`config.mk`:
```
export PLATFORM = sky130hd
export DESIGN_NAME = tile_pixel_fifo
export DESIGN_NICKNAME = d
export VERILOG_FILES = /design/src/rtl/tile_pixel_fifo.sv
export SDC_FILE = /design/constraint.sdc
export NUM_CORES = 1
export LEC_CHECK = 0
export ABC_AREA = 1
export CORE_UTILIZATION = 57
export CTS_CLUSTER_SIZE = 25
export DETAILED_ROUTE_END_ITERATION = 6
export GPL_TIMING_DRIVEN = 0
export PLACE_DENSITY = 0.89
export SETUP_SLACK_MARGIN = 0.15
export SLEW_MARGIN = 25
export SYNTH_ARGS = -nofsm -noshare
export SYNTH_HDL_FRONTEND = slang
export SYNTH_SLANG_ARGS = --single-unit
```
`constraint.sdc`:
```
create_clock -name clk -period 3.65 [get_ports clk]
set_input_delay 0.73 -clock clk [delete_from_list [all_inputs] [get_ports clk]]
set_output_delay 0.73 -clock clk [all_outputs]
set_load 0.01 [all_outputs]
```
`src/rtl/tile_pixel_fifo.sv`:
```
// rtl/tile_pixel_fifo.sv - Row-in / pixel-out FIFO between tile fetcher and pixel mixer.
// Unpacks one bitplane row per push; applies the palette at the output so palette writes act immediately.
module tile_pixel_fifo #(
    parameter int  PIXEL_BITS   = 2,
    parameter int  ROW_SIZE     = 8,
    parameter int  DEPTH        = 16,
    parameter int  NUM_PALETTES = 3,
    parameter int  COLOR_BITS   = 2,
    localparam int PS           = (NUM_PALETTES > 1) ? $clog2(NUM_PALETTES) : 1,
    localparam int LW           = $clog2(DEPTH + 1),
    localparam int PW           = NUM_PALETTES * (2 ** PIXEL_BITS) * COLOR_BITS
) (
    input  logic                           clk,
    input  logic                           reset_n,
    input  logic                           flush,
    input  logic                           row_valid,
    output logic                           row_ready,
    input  logic [PIXEL_BITS*ROW_SIZE-1:0] row_planes,
    input  logic                           row_hflip,
    input  logic [PS-1:0]                  row_pal_sel,
    input  logic [PW-1:0]                  palettes,
    output logic                           pix_valid,
    input  logic                           pix_ready,
    output logic [COLOR_BITS-1:0]          pix_color,
    output logic [PIXEL_BITS-1:0]          pix_index,
    output logic [PS-1:0]                  pix_pal,
    output logic [LW-1:0]                  level
);

    localparam int AW = $clog2(DEPTH);

    logic [PIXEL_BITS-1:0] idx_mem_q [DEPTH];
    logic [PS-1:0]         pal_mem_q [DEPTH];

    logic [AW-1:0] wr_ptr_q, wr_ptr_d;
    logic [AW-1:0] rd_ptr_q, rd_ptr_d;
    logic [LW-1:0] level_q, level_d;

    logic [PIXEL_BITS-1:0] row_idx [ROW_SIZE];
    logic [PS-1:0]         row_pal;
    logic [PIXEL_BITS-1:0] head_idx;
    logic [PS-1:0]         head_pal;
    logic                  push;
    logic                  pop;

    // Room for a whole row is judged on the registered level only; a same-cycle pop does not count.
    assign row_ready = !flush && (level_q <= LW'(DEPTH - ROW_SIZE));
    assign pix_valid = (level_q != '0);
    assign level     = level_q;
    assign push      = row_valid && row_ready;
    assign pop       = pix_valid && pix_ready && !flush;

    // Pixel 0 normally comes from the MSB of each plane; hflip takes it from the LSB.
    always_comb begin
        for (int i = 0; i < ROW_SIZE; i++) begin
            row_idx[i] = '0;
            for (int p = 0; p < PIXEL_BITS; p++) begin
                row_idx[i][p] = row_planes[p*ROW_SIZE + (row_hflip ? i : ROW_SIZE - 1 - i)];
            end
        end
    end

    assign row_pal = (int'(row_pal_sel) >= NUM_PALETTES) ? '0 : row_pal_sel;

    always_ff @(posedge clk) begin
        if (push) begin
            for (int i = 0; i < ROW_SIZE; i++) begin
                idx_mem_q[wr_ptr_q + AW'(i)] <= row_idx[i];
                pal_mem_q[wr_ptr_q + AW'(i)] <= row_pal;
            end
        end
    end

    always_comb begin
        wr_ptr_d = wr_ptr_q;
        rd_ptr_d = rd_ptr_q;
        level_d  = level_q;
        if (flush) begin
            wr_ptr_d = '0;
            rd_ptr_d = '0;
            level_d  = '0;
        end else begin
            if (push) wr_ptr_d = wr_ptr_q + AW'(ROW_SIZE);
            if (pop)  rd_ptr_d = rd_ptr_q + AW'(1);
            level_d = level_q + (push ? LW'(ROW_SIZE) : LW'(0)) - (pop ? LW'(1) : LW'(0));
        end
    end

    always_ff @(posedge clk or negedge reset_n) begin
        if (!reset_n) begin
            wr_ptr_q <= '0;
            rd_ptr_q <= '0;
            level_q  <= '0;
        end else begin
            wr_ptr_q <= wr_ptr_d;
            rd_ptr_q <= rd_ptr_d;
            level_q  <= level_d;
        end
    end

    always_comb begin
        head_idx  = idx_mem_q[rd_ptr_q];
        head_pal  = pal_mem_q[rd_ptr_q];
        pix_index = '0;
        pix_pal   = '0;
        pix_color = '0;
        if (pix_valid) begin
            pix_index = head_idx;
            pix_pal   = head_pal;
            pix_color = palettes[(int'(head_pal) * (2 ** PIXEL_BITS) + int'(head_idx)) * COLOR_BITS +: COLOR_BITS];
        end
    end

    always @(posedge clk) begin
        if (reset_n) assert (level_q <= LW'(DEPTH));
    end

endmodule

```
; ---- After elaboration in Yosys (flattened, before gate mapping)
; Memory sizes are Yosys's and may differ from the RTL's.
; Cells that the tools add are included.
[word_totals]
regBits = 13
mem_bits_rw = 64
in_bits = 48
out_inout_bits = 13
elab_cells = 121
memories = 2
[classes]
add_sub_neg = 20
order_cmp = 18
shifts = 1
muxes = 69
n_reduce_logical = 8
[memory_table]
columns = memory, depth, width, rd, rd_clocked_by_memory_dff, write_ports, line_no
row1 = idx_mem_q, 16, 2, 1, 0, 8, 32  ; logic [PIXEL_BITS-1:0] idx_mem_q [DEPTH];
row2 = pal_mem_q, 16, 2, 1, 0, 8, 33  ; logic [PS-1:0] pal_mem_q [DEPTH];
[ops]
columns = cell, count
row1 = "< comparator 32 x 6 -> 1 bit, second input constant", 8
row2 = binary-select mux 1 bit (select 4 bit), 16
row3 = "adder 4 x 3 -> 5 bit, first input constant", 8
row4 = "< comparator 5 bit, second input constant", 8
row5 = 2-to-1 mux 1 bit, 35
row6 = 2-to-1 mux 3 bit, 8
row7 = indexed part select 24 x 7 -> 2 bit, 1
row8 = 2-to-1 mux 4 bit, 5
row9 = "adder 4 x 3 -> 4 bit, second input constant", 4
row10 = "adder 4 x 1 -> 4 bit, second input constant", 2
row11 = "adder 4 x 2 -> 4 bit, second input constant", 2
row12 = 2-to-1 mux 2 bit, 4
row13 = adder 4 x 2 -> 5 bit, 1
row14 = adder 5 x 4 -> 5 bit, 1
row15 = "<= comparator 5 x 4 -> 1 bit, second input constant", 1
row16 = 2-to-1 mux 5 bit, 1
row17 = nonzero test 5 bit, 1
row18 = subtractor 5 x 1 -> 5 bit, 1
row19 = "adder 4 bit, second input constant", 1
row20 = logical AND 1 bit, 4
row21 = nonzero test 2 bit, 2
row22 = "greater-or-equal comparator 2 bit, second input constant", 1
row23 = logical NOT 1 bit, 1

; ---- Depth between registers and ports, before layout
[depth]
ltp_word = 7
mapped_depth = 15
ltp_nobuf = 14

; ---- Worst setup path before layout
; No wires, ideal clock.
[synth_path]
kind = in2reg
start = input flush
end = register level_q[4] (netlist: level[4])
setup_time_ps = 130
t_arrival_ps = 2455
required_ps = 3520
slack_ps = 1065
stages = 12
path_buffers = 2
cell_sequence = clkbuf_1 a211oi_2 nand2_1 clkbuf_1 ha_1 inv_1 ha_1 inv_1 nor2_1 nor2_1 xor2_1 nor2_1
[synth_between]
elab_chain_len = 7
elab_cells_between_ends = 9
classes_between = add/sub: 2 / mux: 3 / reduce/logical: 4
[synth_lines]
columns = element, line_no
row1 = from (decl), 15  ; input logic flush,
row2 = logical NOT 1 bit, 47  ; assign row_ready = !flush && (level_q <= LW'(DEPTH - ROW_SIZE));
row3 = logical AND 1 bit, 47
row4 = via row_ready, 17  ; output logic row_ready,
row5 = logical AND 1 bit, 50  ; assign push = row_valid && row_ready;
row6 = 2-to-1 mux 4 bit, 85  ; level_d = level_q + (push ? LW'(ROW_SIZE) : LW'(0)) - (pop ? LW'(1) : LW'(0));
row7 = adder 5 x 4 -> 5 bit, 85
row8 = subtractor 5 x 1 -> 5 bit, 85
row9 = 2-to-1 mux 5 bit, 78  ; if (flush) begin
row10 = via level_d[4], 37  ; logic [LW-1:0] level_q, level_d;
row11 = to (signal assigned), 97  ; level_q <= level_d;
row12 = to (decl), 37
; The timed path passes the listed nets, and every way through them passes these cells.
; A chain may end at the register's enable or synchronous reset.

; ---- Worst setup path after layout
[layout_path]
start = register rd_ptr_q[0]
end = output pix_pal[0]
[layout_between]
elab_chain_len = 2
[layout_lines]
columns = element, line_no
row1 = from (decl), 36  ; logic [AW-1:0] rd_ptr_q, rd_ptr_d;
row2 = from (signal assigned), 96  ; rd_ptr_q <= rd_ptr_d;
row3 = memory (16 x 2 bit), -
row4 = 2-to-1 mux 2 bit, 107  ; if (pix_valid) begin
row5 = to (decl), 26  ; output logic [PS-1:0] pix_pal,
; No other way between the ends.

==> results <==
## per-layer routing
metal	wire length, microns	vias up
li1	-	1426
met1	3310	1320
met2	3980	140
met3	578	22
met4	216	0
met5	0	-
## flip-flops by register name (all words and copies together), names as in the netlist
register,flops
rd_ptr_q,4
level,5
idx_mem_q,32
wr_ptr_q,1
pal_mem_q,20
## logic make-up after synthesis
| logic type | share of synthesized area, % |
|---|---|
| buffers and inverters | 7.02 |
| AND/OR/NAND/NOR | 23.2 |
| flip-flops | 52.7 |
| adder cells (fa/ha/maj) | 2.76 |
| XOR/XNOR | 1.31 |
| multiplexers | 4.07 |
| AO/OA/AOI/OAI | 8.98 |
## worst paths after layout
check / endpoint / slack (ns) / depth (start not counted)
hold reg to reg: rd_ptr_q[1]$_DFFE_PN0P_ / 0.64 / 3
setup reg to reg: level[3]$_DFF_PN0_ / 0.76 / 13
max in group asynchronous: rd_ptr_q[0]$_DFFE_PN0P_ / 2.60 / 1
hold / removal: rd_ptr_q[1]$_DFFE_PN0P_ / 0.64 / 3
min in group asynchronous: level[1]$_DFF_PN0_ / 0.71 / 1
setup / recovery: pix_pal[0] / 0.41 / 8
## critical path: cells and delay by family (launching register included)
family / cells / cell delay [ns]
flip-flops: 1 / 0.45
AO/OA/AOI/OAI: 2 / 0.40
XOR/XNOR: 1 / 0.27
buffers and inverters: 4 / 0.98
AND/OR/NAND/NOR: 1 / 0.10
## where the power goes
group | switching, mW | internal [mW]
logic | 0.699 | 0.515
clock network | 0.270 | 0.383
registers | 0.0518 | 0.882
## area by class of cell
type | count | share of cell area (%)
multi-input combinational | 271 | 32.0
tap | 72 | 2.07
buffer | 16 | 2.82
timing repair buffer | 58 | 13.5
clock buffer | 10 | 2.94
inverter | 32 | 2.91
sequential | 62 | 41.8
clock inverter | 6 | 1.99
## cells in the final DEF (no fill, tap or decap), drive strengths merged, types with 10 or more instances in the layout
cell	n
buf	11
clkbuf	15
clkdlybuf4s50	56
dfrtp	10
edfxtp	52
inv	31
mux2i	14
nand2	116
nand3	35
nor2	37
o21ai	39
## through the flow
stage               cell area (sq um)  hold WS [ns]  utilization [%]  instances
floorplan                        3440         0.434                -        381
global placement                 4110         0.600             72.4        511
global route                     4340         0.677             76.5        527
CTS                              4330         0.638             76.2        527
finish                           4340         0.636             76.5        527
detailed placement               4110         0.610             72.4        511
==> results.toml <==
[run_status]
status = "complete, no violations"

[yosys]
synth-seq-cells = 62
synth.avg_cell_area_sq_um = 9.03
synth_edf_count = 52
synth_seq_area_share_pct = 52.7
syn_nets = 436
synth.distinct_cells = 35
synth_area_leaders = "edfxtp_1, nand2_1, dfrtp_1, o21ai_0, nand3_1"
synth.most_common_cell = "nand2_1"
mappedNetlistArea_sq_mm = 0.00344
yosysWarningCount = 0
synthCells = 381
async_reset_ff_share_pct = 16.1
yosys_most_used_dff = "edfxtp_1"
synthTopCellsByCount = "nand2_1, edfxtp_1, o21ai_0"
synth_top_area_cell = "edfxtp_1"
synth_top_area_share_pct = 45.4

[sta]
rsz0062_at_grt = "no"
hold_violations = 0
finalSetupViolations = 0
finClkSkew_ns = 0.00997
tightest_slew_ns = 0.978
timing.fmax_mhz = 308
tns_ns = 0
slew_headroom_pct = 34.6
final.min_clock_period_ns = 3.24
setup_slack_ns = 0.405
finalCritPeriodShare_pct = 88.9
drv_slew = 0

[clock_network]
cts_made_buffers = 9
htreeDepth = 3
cts_setup_buffers = 0
cts.clk_slew.worst_paths_ns = 0.07
cts_num_sinks = 62
tritoncts = "yes"
cts_root_buffer = "clkbuf_8"
clockBufferDepth = 2
cts_hold_buffers = 0
clock_latency_ns = 0.33
post_cts_resized = 0

[detailed_routing]
vias = 2908
final_antenna_net_count = 0
initialDrtViolationCount = 225
drt-pass1-iter-count = 5
avgViaCountPerCell = 5.52
drc = 0
wirelength_mm = 8.08
detail_route.wl_per_cell_microns = 15.3

[die]
core_area_sq_mm = 0.00568
rows = 27
design.die.area_sq_mm = 0.00635
ios = 61
start_util_pct = 60.6
die_x_microns = 79.7
fp.dieH_microns = 79.7

[hold_path]
hold_path.startpoint = "rd_ptr_q[1]$_DFFE_PN0P_"
hold_path_class = "reg2reg"

[finish]
final_nets = 505
final.fill_count = 390
seq_area_sq_mm = 0.00181
final_layout_size_suffix_gt1_share_pct = 9.45
multiInputGateArea_sq_mm = 0.00139
num_antenna_cells = 0
area_delta_synth_final_pct = 26.2

[global_route]
grt_max_degree = 12
grt_pass1_vias = 2764
grt_use_met3_pct = 6.17
met2_usage_pct = 47.6
antenna_found_initial = 0
grt.busiest_layer = "met2"
grt_use_total_pct = 28.1
grtUsageMet1_pct = 33.1
grt-ovfl-total = 0
grt_pass1_wl_mm = 13.0

[pwr]
p_leak_nw = 1.86
power_density_mw_per_mm2 = 645
vdd.ir_drop.worst_v = 0.000564
power.total_mw = 2.80

[job]
drv_cap = 0

[setup_path]
critPathMaxFanout = 10
cp_slowest_stage_delay_ns = 0.54
setup.worst_path.start = "rd_ptr_q[0]$_DFFE_PN0P_"
cp.arrival_ns = 2.51
required_ns = 2.92
crit_path_start_kind = "register"
cp_cell_sequence = "buf_6 -> buf_8 -> xnor2_4 -> o211ai_1 -> o21ai_2 -> clkinv_2 -> nor2_1 -> clkdlybuf4s50_1"
endpoint_kind = "output pin"
path_class = "reg2out"
crit_slowest_cell = "clkdlybuf4s50_1"
r2r_start = "level[2]$_DFF_PN0_"

[placement]
dp_hpwl_mm = 5.80
portBuffers = 58
gp_congestion = 0.899
dp_slack_ns = 0.616
No activity file was read; power rests on OpenSTA's default activity.
